$ cat src/rtl/mm2s_packet_router.sv
// MM2S AXI Stream router: steers whole packets to per-channel FIFOs by tdest,
// drops packets to nonexistent channels, and keeps debug counters and error flags.
module mm2s_packet_router #(
    parameter int AXIS_DATA_WIDTH = 32,
    parameter int FIFO_DATA_WIDTH = 32,
    parameter int AXIS_KEEP_WIDTH = AXIS_DATA_WIDTH / 8,
    parameter int AXIS_DEST_WIDTH = 4,
    parameter int NUM_CHANNELS    = 2,
    parameter int CNT_WIDTH       = 16
) (
    input  logic                              clk_in,
    input  logic                              rst_n_in,
    input  logic [AXIS_DATA_WIDTH-1:0]        SRC_AXIS_tdata_in,
    input  logic [AXIS_DEST_WIDTH-1:0]        SRC_AXIS_tdest_in,
    input  logic [AXIS_KEEP_WIDTH-1:0]        SRC_AXIS_tkeep_in,
    input  logic                              SRC_AXIS_tlast_in,
    input  logic                              SRC_AXIS_tuser_in,
    input  logic                              SRC_AXIS_tvalid_in,
    output logic                              SRC_AXIS_tready_out,
    output logic [FIFO_DATA_WIDTH-1:0]        fifo_data_out,
    output logic                              fifo_last_out,
    output logic [NUM_CHANNELS-1:0]           fifo_w_stb_out,
    input  logic [NUM_CHANNELS-1:0]           fifo_full_in,
    output logic [NUM_CHANNELS*CNT_WIDTH-1:0] pkt_count_out,
    output logic [CNT_WIDTH-1:0]              drop_count_out,
    output logic                              err_tdest_out,
    output logic                              err_keep_out,
    input  logic                              err_clr_in
);

    typedef enum logic [1:0] {IDLE, ROUTE, DROP} state_t;

    state_t                     state_q, state_d;
    logic [AXIS_DEST_WIDTH-1:0] ch_q, ch_d;
    logic [CNT_WIDTH-1:0]       pkt_cnt_q [NUM_CHANNELS];
    logic [CNT_WIDTH-1:0]       pkt_cnt_d [NUM_CHANNELS];
    logic [CNT_WIDTH-1:0]       drop_cnt_q, drop_cnt_d;
    logic                       err_tdest_q, err_tdest_d;
    logic                       err_keep_q, err_keep_d;

    logic [AXIS_DEST_WIDTH-1:0] tgt;
    logic                       dest_ok;
    logic                       routing;
    logic                       tgt_full;
    logic                       tready;
    logic                       beat;
    logic                       unused_tuser;

    assign unused_tuser = SRC_AXIS_tuser_in;

    // Only the target FIFO's full flag is ever consulted, so an idle full
    // channel never stalls traffic headed elsewhere.
    always_comb begin
        dest_ok  = 32'(SRC_AXIS_tdest_in) < NUM_CHANNELS;
        tgt      = (state_q == IDLE) ? SRC_AXIS_tdest_in : ch_q;
        routing  = (state_q == ROUTE) || ((state_q == IDLE) && dest_ok);
        tgt_full = 1'b0;
        for (int i = 0; i < NUM_CHANNELS; i++) begin
            if (tgt == AXIS_DEST_WIDTH'(i)) tgt_full = fifo_full_in[i];
        end
        tready = routing ? !tgt_full : 1'b1;
        beat   = SRC_AXIS_tvalid_in && tready;
        fifo_w_stb_out = '0;
        for (int i = 0; i < NUM_CHANNELS; i++) begin
            fifo_w_stb_out[i] = beat && routing && (tgt == AXIS_DEST_WIDTH'(i));
        end
    end

    assign SRC_AXIS_tready_out = tready;
    assign fifo_data_out       = SRC_AXIS_tdata_in;
    assign fifo_last_out       = SRC_AXIS_tlast_in;

    always_comb begin
        state_d     = state_q;
        ch_d        = ch_q;
        pkt_cnt_d   = pkt_cnt_q;
        drop_cnt_d  = drop_cnt_q;
        err_tdest_d = err_tdest_q;
        err_keep_d  = err_keep_q;

        unique case (state_q)
            IDLE: begin
                if (beat && dest_ok) ch_d = SRC_AXIS_tdest_in;
                if (beat && !SRC_AXIS_tlast_in) state_d = dest_ok ? ROUTE : DROP;
            end
            ROUTE, DROP: begin
                if (beat && SRC_AXIS_tlast_in) state_d = IDLE;
            end
            default: state_d = IDLE;
        endcase

        for (int i = 0; i < NUM_CHANNELS; i++) begin
            if (beat && SRC_AXIS_tlast_in && routing && (tgt == AXIS_DEST_WIDTH'(i)))
                pkt_cnt_d[i] = pkt_cnt_q[i] + 1'b1;
        end
        if (beat && SRC_AXIS_tlast_in && !routing)
            drop_cnt_d = drop_cnt_q + 1'b1;

        // Clear first so a same-cycle error event wins.
        if (err_clr_in) begin
            err_tdest_d = 1'b0;
            err_keep_d  = 1'b0;
        end
        if (beat && (state_q == ROUTE) && (SRC_AXIS_tdest_in != ch_q))
            err_tdest_d = 1'b1;
        if (beat && !SRC_AXIS_tlast_in && !(&SRC_AXIS_tkeep_in))
            err_keep_d = 1'b1;
    end

    always_ff @(posedge clk_in or negedge rst_n_in) begin
        if (!rst_n_in) begin
            state_q     <= IDLE;
            ch_q        <= '0;
            drop_cnt_q  <= '0;
            err_tdest_q <= 1'b0;
            err_keep_q  <= 1'b0;
            for (int i = 0; i < NUM_CHANNELS; i++) pkt_cnt_q[i] <= '0;
        end else begin
            state_q     <= state_d;
            ch_q        <= ch_d;
            drop_cnt_q  <= drop_cnt_d;
            err_tdest_q <= err_tdest_d;
            err_keep_q  <= err_keep_d;
            for (int i = 0; i < NUM_CHANNELS; i++) pkt_cnt_q[i] <= pkt_cnt_d[i];
        end
    end

    always_comb begin
        pkt_count_out = '0;
        for (int i = 0; i < NUM_CHANNELS; i++) begin
            pkt_count_out[i*CNT_WIDTH +: CNT_WIDTH] = pkt_cnt_q[i];
        end
    end

    assign drop_count_out = drop_cnt_q;
    assign err_tdest_out  = err_tdest_q;
    assign err_keep_out   = err_keep_q;

endmodule
$ cat config.mk
export PLATFORM = sky130hd
export DESIGN_NAME = mm2s_packet_router
export DESIGN_NICKNAME = d
export VERILOG_FILES = /design/src/rtl/mm2s_packet_router.sv
export SDC_FILE = /design/constraint.sdc
export NUM_CORES = 1
export LEC_CHECK = 0
export ABC_AREA = 1
export CORE_ASPECT_RATIO = 1.75
export CORE_MARGIN = 5
export CORE_UTILIZATION = 30
export CTS_BUF_LIST = sky130_fd_sc_hd__clkbuf_16
export DETAILED_ROUTE_END_ITERATION = 10
export GPL_TIMING_DRIVEN = 0
export PLACE_DENSITY = 0.54
export SLEW_MARGIN = 30
export SYNTH_ARGS = -nofsm -noshare
export SYNTH_HDL_FRONTEND = slang
export SYNTH_SLANG_ARGS = --single-unit
$ cat constraint.sdc
create_clock -name clk_in -period 3.53 [get_ports clk_in]
set_input_delay 0.706 -clock clk_in [delete_from_list [all_inputs] [get_ports clk_in]]
set_output_delay 0.706 -clock clk_in [all_outputs]
set_load 0.1 [all_outputs]
==> results.toml <==
[power]
peakVddDrop_uv = 594
p_leak_nw = 2.25
powerDensity_nw_per_um2 = 548

[critical_path]
worstSetupEndpointType = "primary output"
path_delay_family = "buffers and inverters"
r2r-start = "state_q[1]$_DFFE_PN0P_"
timing.rr.end = "pkt_count_out[19]$_DFFE_PN0P_"
start_kind = "input port"
critical_path.max_fanout = 10
cpPeakStageDelay_ns = 0.47
worstSetupPathType = "input port to primary output"
r2r_slack_ns = 1.55
critPathBufInv = 3
crit_slowest_cell = "clkdlybuf4s50_1"
r2r.worst_path.cells = 12
worstPathCellList = "clkdlybuf4s50_1 -> nor3_2 -> nand2_1 -> nand2_2 -> nand4_2 -> nor2_4 -> buf_4 -> buf_2"
critical_path_arrival_ns = 2.68
required_ns = 2.82

[routing]
drtIter0Drc = 91
drcViolationCount = 0
drtPass1Iterations = 4
drtAntennaViolNets = 0
routed_wl_mm = 9.48
vias = 3242
wl_per_cell_um = 12.8
vias_per_cell = 4.39

[worst_hold_path]
hp-class = "input port to asynchronous set/reset pin"

[logic_synthesis]
synth_most_common_cell = "nand2_1"
ys.flop_type = "dfrtp_1"
syn-instance-count = 464
syn_area_per_cell_um2 = 7.86
netlist_area_um2 = 3650
synth_fp_nets = 517
synth_edf_count = 0
synthDistinctLibCells = 31
yosys.area.top_type = "dfrtp_1"
netlist_top_cells_count = "nand2_1, dfrtp_1, nand3_1"
ys_async_sr_fraction_pct = 100
yosysSeqAreaShare_pct = 38.4
synth_top_area_share_pct = 38.4
ys_warn_count = 0
synth_area_leaders = "dfrtp_1, nand2_1, buf_4, xnor2_1, nand3_1"
synth-seq-cells = 56

[timing]
slew_viol_final = 0
period_needed_ns = 3.38
finalHoldViolations = 0
rsz0062_at_grt = "no"
fin_crit_sh_pct = 95.8
setup_violations = 0
fmax_mhz = 296
slew_headroom_pct = 33.1
worst_slew_pin_slew_ns = 1.00
fin_ws_ns = 0.148
finClkSkew_ns = 0.0117

[global_routing]
grt_pass1_vias = 3310
overflow = 0
antenna_found_initial = 0
gr-usage-all-layers_pct = 13.4
grt_max_degree = 38
grt_pass1_wl_mm = 15.9

[clock_network]
cts_setup_buffers = 0
clk_pin_slew_ns = 0.08
clkLatencyLatePin_ns = 0.30
clock_path_buffers = 2
cts.sinks = 56
cts_tree = "yes"
ctsHtreeMaxLevel = 2
cts.root.buffer_cell = "clkbuf_16"
cts-buffers-inserted = 5

[placed_design]
port-buffer-count = 100
place_ws_ns = -0.575
hpwlAfterDp_mm = 7.57
dp_cells = 730
place_area_um2 = 4870
place_congestion = 0.834

[layout]
final_area_um2 = 5020
syn_to_final_growth_pct = 37.8
fin_cells = 738
nets = 625
drive_gt1_share_pct = 14.5
diodes = 0

[floorplanning]
core_um2 = 12000
dieArea_um2 = 14500
start_util_pct = 30.4
die_w_um = 93.4
rows = 53
io_pins = 134
dieHeight_um = 156

[flow_run]
cap_violations = 0

[run_status]
status = "finished, final reports clean"
-- per-layer routing --
metal | part of all wire (%) | track usage (%) | wire [um]
met1 | 38 | 14.4 | 3640
met2 | 53 | 25.5 | 5040
met3 | 7.1 | 3.23 | 669
met4 | 1.4 | 3.91 | 129
met5 | 0 | 0 | 0
-- power by group --
part / switching [W] / total [W] / internal, W
registers: 0.000107 / 0.000831 / 0.000724
logic: 0.00100 / 0.00135 / 0.000345
clock network: 0.000239 / 0.000571 / 0.000332
total: 0.00135 / 0.00275 / 0.00140
-- what timing repair did --
| item | CTS | global route |
|---|---|---|
| resized for setup | 8 | 3 |
| hold buffers | 0 | 0 |
| endpoints found under the setup margin | 3 | 2 |
-- stage by stage --
stage | power [W] | TNS, ns | hold WS [ns] | utilization, %
after floorplan | 0.00188 | 0 | 0.410 | -
after global placement | 0.00219 | -12.86 | 0.454 | 40.4
after detailed placement | 0.00221 | -1.21 | 0.470 | 40.6
after CTS | 0.00280 | 0 | 0.288 | 42.0
after global routing | 0.00290 | 0 | 0.290 | 41.9
final | 0.00275 | 0 | 0.282 | 41.9
-- layout by cell type (no fill, tap or decap), types with 6 or more instances in the layout --
cell,count
buf_4,39
dfrtp_1,56
nand3_1,46
nand2_2,6
nor3_1,13
xor2_1,20
clkdlybuf4s50_1,96
nor2_1,25
inv_1,37
o21ai_2,13
nand2_1,142
xnor2_1,27
-- state kept, by name (all words and copies together) (netlist names) --
register and count:
ch_q 4, err_keep_out 1, pkt_count_out 32, drop_count_out 16, err_tdest_out 1, state_q 2
-- kinds of logic (layout without fill, tap and decap cells) --
family | count (synthesis) | count (layout) | synth area share, %
and+or+nand+nor | 252 | 252 | 31.1
buffers and inverters | 82 | 191 | 13.0
DFF | 56 | 56 | 38.4
xor gates and xnor gates | 47 | 47 | 11.3
AOI/OAI and AO/OA | 22 | 22 | 4.43
adders and majority gates | 5 | 5 | 1.72
-- layout make-up --
type	instances	area, um2
buffer	44	330
clock buffer	5	125
clock inverter	3	38.8
fill	1253	6980
inverter	38	145
multi-input combinational	326	1770
sequential	56	1400
tap	165	206
timing repair buffer	101	1010
-- how the worst max path moves through the flow --
stage | startpoint | cells past startpoint | endpoint
after global placement | SRC_AXIS_tdest_in[3] | 8 | fifo_w_stb_out[1]
after CTS | SRC_AXIS_tdest_in[3] | 8 | fifo_w_stb_out[0]
after global routing | SRC_AXIS_tdest_in[3] | 8 | fifo_w_stb_out[1]
after floorplan | SRC_AXIS_tdest_in[3] | 6 | fifo_w_stb_out[0]
final | SRC_AXIS_tdest_in[3] | 8 | fifo_w_stb_out[1]
after detailed placement | SRC_AXIS_tdest_in[3] | 8 | fifo_w_stb_out[1]
Power figures use the tool's default switching activity.
